--- config.mk ---
export PLATFORM = sky130hd
export DESIGN_NAME = aes_key_expand
export DESIGN_NICKNAME = d
export VERILOG_FILES = /design/src/rtl/aes_pkg.sv /design/src/rtl/aes_sbox.sv /design/src/rtl/aes_key_expand.sv
export SDC_FILE = /design/constraint.sdc
export NUM_CORES = 1
export LEC_CHECK = 0
export CORE_ASPECT_RATIO = 0.5
export CORE_UTILIZATION = 25
export CTS_BUF_LIST = sky130_fd_sc_hd__clkbuf_4
export DETAILED_ROUTE_END_ITERATION = 12
export PLACE_DENSITY_LB_ADDON = 0.2
export SYNTH_ARGS = -nofsm -noshare
export SYNTH_HDL_FRONTEND = slang
export SYNTH_SLANG_ARGS = --single-unit
--- constraint.sdc ---
create_clock -name clk_i -period 4.22 [get_ports clk_i]
set_clock_uncertainty 0.15 [all_clocks]
set_input_delay 1.055 -clock clk_i [delete_from_list [all_inputs] [get_ports clk_i]]
set_output_delay 1.055 -clock clk_i [all_outputs]
set_load 0.03 [all_outputs]
--- src/rtl/aes_pkg.sv ---
// Shared AES definitions: round count, key-schedule FSM encoding and Rcon lookup.
package aes_pkg;

   localparam int NR = 10;

   typedef enum logic [1:0] {
      ST_IDLE  = 2'd0,
      ST_SUB   = 2'd1,
      ST_XOR   = 2'd2,
      ST_READY = 2'd3
   } key_fsm_t;

   // Round constant for rounds 1..10; other indices never reach the XOR step.
   function automatic logic [7:0] rcon(input logic [3:0] round);
      logic [7:0] r;
      case (round)
         4'd1:    r = 8'h01;
         4'd2:    r = 8'h02;
         4'd3:    r = 8'h04;
         4'd4:    r = 8'h08;
         4'd5:    r = 8'h10;
         4'd6:    r = 8'h20;
         4'd7:    r = 8'h40;
         4'd8:    r = 8'h80;
         4'd9:    r = 8'h1b;
         4'd10:   r = 8'h36;
         default: r = 8'h00;
      endcase
      return r;
   endfunction

endpackage

--- src/rtl/aes_sbox.sv ---
// Combinational AES forward S-box, one byte in and one byte out.
module aes_sbox (
   input  logic [7:0] in_i,
   output logic [7:0] out_o
);
   import aes_pkg::*;

   localparam logic [7:0] SBOX [0:255] = '{
      8'h63, 8'h7c, 8'h77, 8'h7b, 8'hf2, 8'h6b, 8'h6f, 8'hc5, 8'h30, 8'h01, 8'h67, 8'h2b, 8'hfe, 8'hd7, 8'hab, 8'h76,
      8'hca, 8'h82, 8'hc9, 8'h7d, 8'hfa, 8'h59, 8'h47, 8'hf0, 8'had, 8'hd4, 8'ha2, 8'haf, 8'h9c, 8'ha4, 8'h72, 8'hc0,
      8'hb7, 8'hfd, 8'h93, 8'h26, 8'h36, 8'h3f, 8'hf7, 8'hcc, 8'h34, 8'ha5, 8'he5, 8'hf1, 8'h71, 8'hd8, 8'h31, 8'h15,
      8'h04, 8'hc7, 8'h23, 8'hc3, 8'h18, 8'h96, 8'h05, 8'h9a, 8'h07, 8'h12, 8'h80, 8'he2, 8'heb, 8'h27, 8'hb2, 8'h75,
      8'h09, 8'h83, 8'h2c, 8'h1a, 8'h1b, 8'h6e, 8'h5a, 8'ha0, 8'h52, 8'h3b, 8'hd6, 8'hb3, 8'h29, 8'he3, 8'h2f, 8'h84,
      8'h53, 8'hd1, 8'h00, 8'hed, 8'h20, 8'hfc, 8'hb1, 8'h5b, 8'h6a, 8'hcb, 8'hbe, 8'h39, 8'h4a, 8'h4c, 8'h58, 8'hcf,
      8'hd0, 8'hef, 8'haa, 8'hfb, 8'h43, 8'h4d, 8'h33, 8'h85, 8'h45, 8'hf9, 8'h02, 8'h7f, 8'h50, 8'h3c, 8'h9f, 8'ha8,
      8'h51, 8'ha3, 8'h40, 8'h8f, 8'h92, 8'h9d, 8'h38, 8'hf5, 8'hbc, 8'hb6, 8'hda, 8'h21, 8'h10, 8'hff, 8'hf3, 8'hd2,
      8'hcd, 8'h0c, 8'h13, 8'hec, 8'h5f, 8'h97, 8'h44, 8'h17, 8'hc4, 8'ha7, 8'h7e, 8'h3d, 8'h64, 8'h5d, 8'h19, 8'h73,
      8'h60, 8'h81, 8'h4f, 8'hdc, 8'h22, 8'h2a, 8'h90, 8'h88, 8'h46, 8'hee, 8'hb8, 8'h14, 8'hde, 8'h5e, 8'h0b, 8'hdb,
      8'he0, 8'h32, 8'h3a, 8'h0a, 8'h49, 8'h06, 8'h24, 8'h5c, 8'hc2, 8'hd3, 8'hac, 8'h62, 8'h91, 8'h95, 8'he4, 8'h79,
      8'he7, 8'hc8, 8'h37, 8'h6d, 8'h8d, 8'hd5, 8'h4e, 8'ha9, 8'h6c, 8'h56, 8'hf4, 8'hea, 8'h65, 8'h7a, 8'hae, 8'h08,
      8'hba, 8'h78, 8'h25, 8'h2e, 8'h1c, 8'ha6, 8'hb4, 8'hc6, 8'he8, 8'hdd, 8'h74, 8'h1f, 8'h4b, 8'hbd, 8'h8b, 8'h8a,
      8'h70, 8'h3e, 8'hb5, 8'h66, 8'h48, 8'h03, 8'hf6, 8'h0e, 8'h61, 8'h35, 8'h57, 8'hb9, 8'h86, 8'hc1, 8'h1d, 8'h9e,
      8'he1, 8'hf8, 8'h98, 8'h11, 8'h69, 8'hd9, 8'h8e, 8'h94, 8'h9b, 8'h1e, 8'h87, 8'he9, 8'hce, 8'h55, 8'h28, 8'hdf,
      8'h8c, 8'ha1, 8'h89, 8'h0d, 8'hbf, 8'he6, 8'h42, 8'h68, 8'h41, 8'h99, 8'h2d, 8'h0f, 8'hb0, 8'h54, 8'hbb, 8'h16
   };

   assign out_o = SBOX[in_i];

endmodule

--- src/rtl/aes_key_expand.sv ---
// Iterative AES-128 key schedule: one round key per request, SubWord serialised
// through a single S-box (4 SUB cycles + 1 XOR cycle per round).
module aes_key_expand (
   input  logic         clk_i,
   input  logic         rst_n,
   input  logic [127:0] key_i,
   input  logic         load_i,
   input  logic         next_i,
   output logic [127:0] round_key_o,
   output logic [3:0]   round_idx_o,
   output logic         valid_o,
   output logic         busy_o,
   output logic         last_o
);
   import aes_pkg::*;

   key_fsm_t     state_q, state_d;
   logic [1:0]   cnt_q, cnt_d;
   logic [31:0]  sub_word_q, sub_word_d;
   logic [127:0] key_q, key_d;
   logic [3:0]   idx_q, idx_d;
   logic         valid_q, valid_d, busy_q, busy_d, last_q, last_d;
   logic [31:0]  temp_s, t_s, w0_s, w1_s, w2_s, w3_s;
   logic [7:0]   sbox_in_s, sbox_out_s;

   assign temp_s = {key_q[23:0], key_q[31:24]};

   aes_sbox u_sbox (
      .in_i  (sbox_in_s),
      .out_o (sbox_out_s)
   );

   // S-box input byte selection, MSB of the rotated word first
   always_comb begin
      case (cnt_q)
         2'd0:    sbox_in_s = temp_s[31:24];
         2'd1:    sbox_in_s = temp_s[23:16];
         2'd2:    sbox_in_s = temp_s[15:8];
         2'd3:    sbox_in_s = temp_s[7:0];
         default: sbox_in_s = 8'h00;
      endcase
   end

   // XOR-step word chain for the next round key
   always_comb begin
      t_s  = sub_word_q ^ {rcon(idx_q + 4'd1), 24'h000000};
      w0_s = key_q[127:96] ^ t_s;
      w1_s = key_q[95:64]  ^ w0_s;
      w2_s = key_q[63:32]  ^ w1_s;
      w3_s = key_q[31:0]   ^ w2_s;
   end

   // Next-state logic; load has priority over any in-flight computation
   always_comb begin
      state_d    = state_q;
      cnt_d      = cnt_q;
      sub_word_d = sub_word_q;
      key_d      = key_q;
      idx_d      = idx_q;
      if (load_i) begin
         state_d = ST_READY;
         cnt_d   = 2'd0;
         key_d   = key_i;
         idx_d   = 4'd0;
      end else begin
         case (state_q)
            ST_IDLE: state_d = ST_IDLE;
            ST_READY: begin
               if (next_i && !last_q) begin
                  state_d = ST_SUB;
                  cnt_d   = 2'd0;
               end else begin
                  state_d = ST_READY;
               end
            end
            ST_SUB: begin
               case (cnt_q)
                  2'd0:    sub_word_d[31:24] = sbox_out_s;
                  2'd1:    sub_word_d[23:16] = sbox_out_s;
                  2'd2:    sub_word_d[15:8]  = sbox_out_s;
                  2'd3:    sub_word_d[7:0]   = sbox_out_s;
                  default: sub_word_d        = sub_word_q;
               endcase
               cnt_d = cnt_q + 2'd1;
               if (cnt_q == 2'd3) begin
                  state_d = ST_XOR;
               end else begin
                  state_d = ST_SUB;
               end
            end
            ST_XOR: begin
               key_d   = {w0_s, w1_s, w2_s, w3_s};
               idx_d   = idx_q + 4'd1;
               state_d = ST_READY;
            end
            default: state_d = ST_IDLE;
         endcase
      end
      valid_d = (state_d == ST_READY);
      busy_d  = (state_d == ST_SUB) || (state_d == ST_XOR);
      last_d  = valid_d && (idx_d == 4'(NR));
   end

   // State and registered outputs
   always_ff @(posedge clk_i or negedge rst_n) begin
      if (!rst_n) begin
         state_q    <= ST_IDLE;
         cnt_q      <= 2'd0;
         sub_word_q <= 32'h00000000;
         key_q      <= 128'h0;
         idx_q      <= 4'd0;
         valid_q    <= 1'b0;
         busy_q     <= 1'b0;
         last_q     <= 1'b0;
      end else begin
         state_q    <= state_d;
         cnt_q      <= cnt_d;
         sub_word_q <= sub_word_d;
         key_q      <= key_d;
         idx_q      <= idx_d;
         valid_q    <= valid_d;
         busy_q     <= busy_d;
         last_q     <= last_d;
      end
   end

   assign round_key_o = key_q;
   assign round_idx_o = idx_q;
   assign valid_o     = valid_q;
   assign busy_o      = busy_q;
   assign last_o      = last_q;

endmodule

==> results.txt <==
In this run the number of H-tree levels came out at 4. The core region is 0.0486 mm². Synthesis inferred 171 register bits. The initial core utilization was 0.254; the routed via count divided by cell count was 5.24. The number of clock buffers added by TritonCTS is 17.

For the number of slew-limit violations in the final report, the log shows 0. The leading cell type in the layout, fill and taps excluded was sky130_fd_sc_hd__clkdlybuf4s50_1. Port buffering added 266 buffers. Data on the critical path is required at its endpoint by 4.51 ns. For the length of the first detailed-routing pass in iterations, the log shows 5.

Setup repair after global routing left no endpoint under its margin. After routing, the total negative slack on setup checks comes to 0 ns. The die is 159 µm tall. Across the VDD grid, the largest voltage drop is 0.000165 V. The worst slack on hold paths came out at 0.375 ns. The maximum number of pins on one net before global-route repair is 140, and the net count after synthesis is 1,680. For this design, the CTS-stage hold fixing added 0 buffers.

The global-route usage over all layers was 0.233. The run finished with clean final reports. The synthesized design contains 0 enable-type register cells. The first global-routing pass estimated 87,500 µm of wire. The routability congestion estimate is 0.995, and the portion of the post-synthesis area used by sequential elements is 0.346. The DRC violations left is 0, and the worst-path maximum fanout is 8. For the worst-skew pair, the clock arrives at the later sink with an insertion delay of 0.58 ns. The top-area cell type share of the netlist area was 0.346; the count of standard-cell rows was 57. The library cells used most frequently in the layout, excluding fill and tap cells, are sky130_fd_sc_hd__clkdlybuf4s50_1, sky130_fd_sc_hd__nand2_1, sky130_fd_sc_hd__o21ai_0. The tools report the final core utilization as 0.344. The total overflow left after global routing is 0. The largest area contributor in the synthesized netlist is sky130_fd_sc_hd__dfrtp_1. The slew at the pin closest to its max-slew limit came out at 1.23 ns. For this design the top-level I/O count stands at 267. Counting every instance in the synthesized netlist gives 1,528. By startpoint and endpoint, the worst setup path is classified as reg -> reg. Summing every instance area after synthesis gives 0.0124 mm². The final period utilization was 0.965; the post-placement cell area was 0.0164 mm². Derived from the worst setup path, the maximum achievable clock frequency is 246 MHz. The run gives 12,587 as the number of global-route vias before repair.

After detailed routing, the average wire length per cell comes to 24.0 µm. Setup violations remaining at the end of the flow were counted as 0. The fraction of registers with async set or reset after synthesis works out to 1.00.

The run gives 0 as the number of nets with antenna violations after routing. Yosys printed 0 warnings. Wires add up to 59,400 µm. The fraction of final layout cells sized beyond drive strength 1 is 0.103, and the die outline width is 316 µm.

Once detailed placement completed, the half-perimeter wirelength came to 44,800 µm. The initial antenna violation count is 1, and the worst slew slack as a fraction of its limit is 0.164. TritonCTS built the clock tree. STA classifies the critical path endpoint as a register. The tools report the post-synthesis cell type count as 80.

For this design the ratio of total power to cell area is 376 mW/mm². The die covers 0.0504 mm². Commonest register cell after synthesis: sky130_fd_sc_hd__dfrtp_1.

The worst setup path is launched from a register. The run gives 0.0167 mm² as the total non-filler cell area in the finished layout. For this design, the sink count on the clock tree is 171.

For the data arrival time of the critical path, the log shows 4.36 ns. The area growth from synthesis to layout was 35.4%; the clock period minus final worst setup slack was 4.07 ns. The number of max-cap violations was 0; the number of vias in the routed layout was 12,986. The worst hold path belongs to the class in -> async. The run gives 0 as the number of hold violations in the final report. The logs give 6.52 nW for the leakage power figure and 1,366 for the number of DRC violations after detailed-routing iteration 0. No sink is reached through more buffers than the 2 on the longest clock path.

The clock-pin slew on the worst setup and hold paths was 0.14 ns; the synthesized area per cell was 8.09 µm². Clock tree synthesis selected as its root buffer the cell sky130_fd_sc_hd__clkbuf_4. Sorting the synthesized cells by area gives the leading types as sky130_fd_sc_hd__dfrtp_1, sky130_fd_sc_hd__xnor2_1, sky130_fd_sc_hd__nand2_1. In the final design database the tool counted 1,965 nets.
metrics by stage:
step	power, W	worst slack, ns	cells
after floorplan	0.00379	0.276	1528
after global placement	0.00530	0.143	2441
after detailed placement	0.00524	0.169	2441
after CTS	0.00626	0.131	2473
after global routing	0.00659	0.00291	2476
final	0.00630	0.148	2477
cells by family after synthesis:
logic type	synth area share
flip-flops	0.346
adder cells (fa/ha/maj)	0.0203
buffers and inverters	0.0497
XOR/XNOR	0.150
multiplexers	0.0147
AND/OR/NAND/NOR	0.157
AO/OA/AOI/OAI	0.263
cell usage after synthesis (5+ instances only):
cell type / count
sky130_fd_sc_hd__a211oi_1: 26
sky130_fd_sc_hd__a21o_1: 9
sky130_fd_sc_hd__a21oi_1: 83
sky130_fd_sc_hd__a221oi_1: 8
sky130_fd_sc_hd__a222oi_1: 5
sky130_fd_sc_hd__a311oi_1: 6
sky130_fd_sc_hd__a31oi_1: 24
sky130_fd_sc_hd__a32oi_1: 6
sky130_fd_sc_hd__and3_1: 5
sky130_fd_sc_hd__buf_1: 8
sky130_fd_sc_hd__buf_2: 31
sky130_fd_sc_hd__buf_4: 8
sky130_fd_sc_hd__clkbuf_1: 71
sky130_fd_sc_hd__dfrtp_1: 171
sky130_fd_sc_hd__ha_1: 20
sky130_fd_sc_hd__inv_1: 18
sky130_fd_sc_hd__inv_2: 5
sky130_fd_sc_hd__mux2i_1: 10
sky130_fd_sc_hd__nand2_1: 254
sky130_fd_sc_hd__nand2b_1: 8
sky130_fd_sc_hd__nand3_1: 21
sky130_fd_sc_hd__nand3b_1: 5
sky130_fd_sc_hd__nand4_1: 7
sky130_fd_sc_hd__nor2_1: 127
sky130_fd_sc_hd__nor2b_1: 6
sky130_fd_sc_hd__nor3_1: 15
sky130_fd_sc_hd__o2111ai_1: 10
sky130_fd_sc_hd__o211ai_1: 25
sky130_fd_sc_hd__o21ai_0: 177
sky130_fd_sc_hd__o21ai_1: 40
sky130_fd_sc_hd__o221ai_1: 9
sky130_fd_sc_hd__o22ai_1: 7
sky130_fd_sc_hd__o311ai_1: 5
sky130_fd_sc_hd__o31ai_1: 9
sky130_fd_sc_hd__o32ai_1: 7
sky130_fd_sc_hd__xnor2_1: 113
sky130_fd_sc_hd__xnor3_1: 5
sky130_fd_sc_hd__xor2_1: 81
sequential cells by signal (all words and copies together) (netlist names):
signal       count
sub_word_q      32
last_o           1
cnt_q            2
busy_o           1
round_idx_o      4
state_q          2
valid_o          1
round_key_o    128
layer usage:
metal	vias to the layer above	part of all wire	GRT usage
met1	6404	0.45	0.322
met3	87	0.054	0.0311
met2	501	0.47	0.375
li1	5994	-	-
met4	0	0.028	0.0691
met5	-	0	0
what timing repair did:
action,CTS,global route
buffers inserted,0,2
gates resized for setup,0,10
endpoints found under the hold margin,0,0
setup endpoints to repair,0,21
cell type report:
type | count | area [µm²]
Antenna cell | 2 | 5.00
Clock buffer | 21 | 158
Clock inverter | 11 | 121
Fill cell | 5170 | 31900
Inverter | 23 | 86.3
Multi-Input combinational cell | 1214 | 7550
Sequential cell | 171 | 4280
Tap cell | 649 | 812
Timing Repair Buffer | 386 | 3720
worst max-delay path, cell delays in order (launching register included):
cell                       delay [ns]
sky130_fd_sc_hd__dfrtp_1         0.45
sky130_fd_sc_hd__ha_1            0.30
sky130_fd_sc_hd__a222oi_1        0.51
sky130_fd_sc_hd__mux2i_4         0.16
sky130_fd_sc_hd__buf_4           0.21
sky130_fd_sc_hd__inv_2           0.10
sky130_fd_sc_hd__ha_1            0.25
sky130_fd_sc_hd__buf_4           0.15
sky130_fd_sc_hd__buf_4           0.19
sky130_fd_sc_hd__o21ai_1         0.09
sky130_fd_sc_hd__o211ai_1        0.40
sky130_fd_sc_hd__a21oi_1         0.18
sky130_fd_sc_hd__o41ai_4         0.53
sky130_fd_sc_hd__buf_4           0.22
sky130_fd_sc_hd__o21ai_1         0.06
report_power, final:
part,total (W),switching [W],internal (W)
combinational,0.00319,0.00192,0.00127
sequential,0.00211,0.000270,0.00184
clock,0.00100,0.000625,0.000377
total,0.00630,0.00281,0.00349
worst paths after layout:
kind / start / to / slack [ns] / depth (start not counted)
min in group clk_i: sub_word_q[29]$_DFFE_PN0P_ / sub_word_q[29]$_DFFE_PN0P_ / 0.39 / 2
setup / recovery: cnt_q[0]$_DFFE_PN0P_ / sub_word_q[7]$_DFFE_PN0P_ / 0.15 / 14
hold / removal: rst_n / round_key_o[34]$_DFFE_PN0P_ / 0.37 / 1
hold reg to reg: sub_word_q[29]$_DFFE_PN0P_ / sub_word_q[29]$_DFFE_PN0P_ / 0.39 / 2
setup reg to reg: cnt_q[0]$_DFFE_PN0P_ / sub_word_q[7]$_DFFE_PN0P_ / 0.15 / 14
max in group asynchronous: rst_n / sub_word_q[21]$_DFFE_PN0P_ / 2.76 / 2
Note: power is estimated with default switching activity, not from simulation.
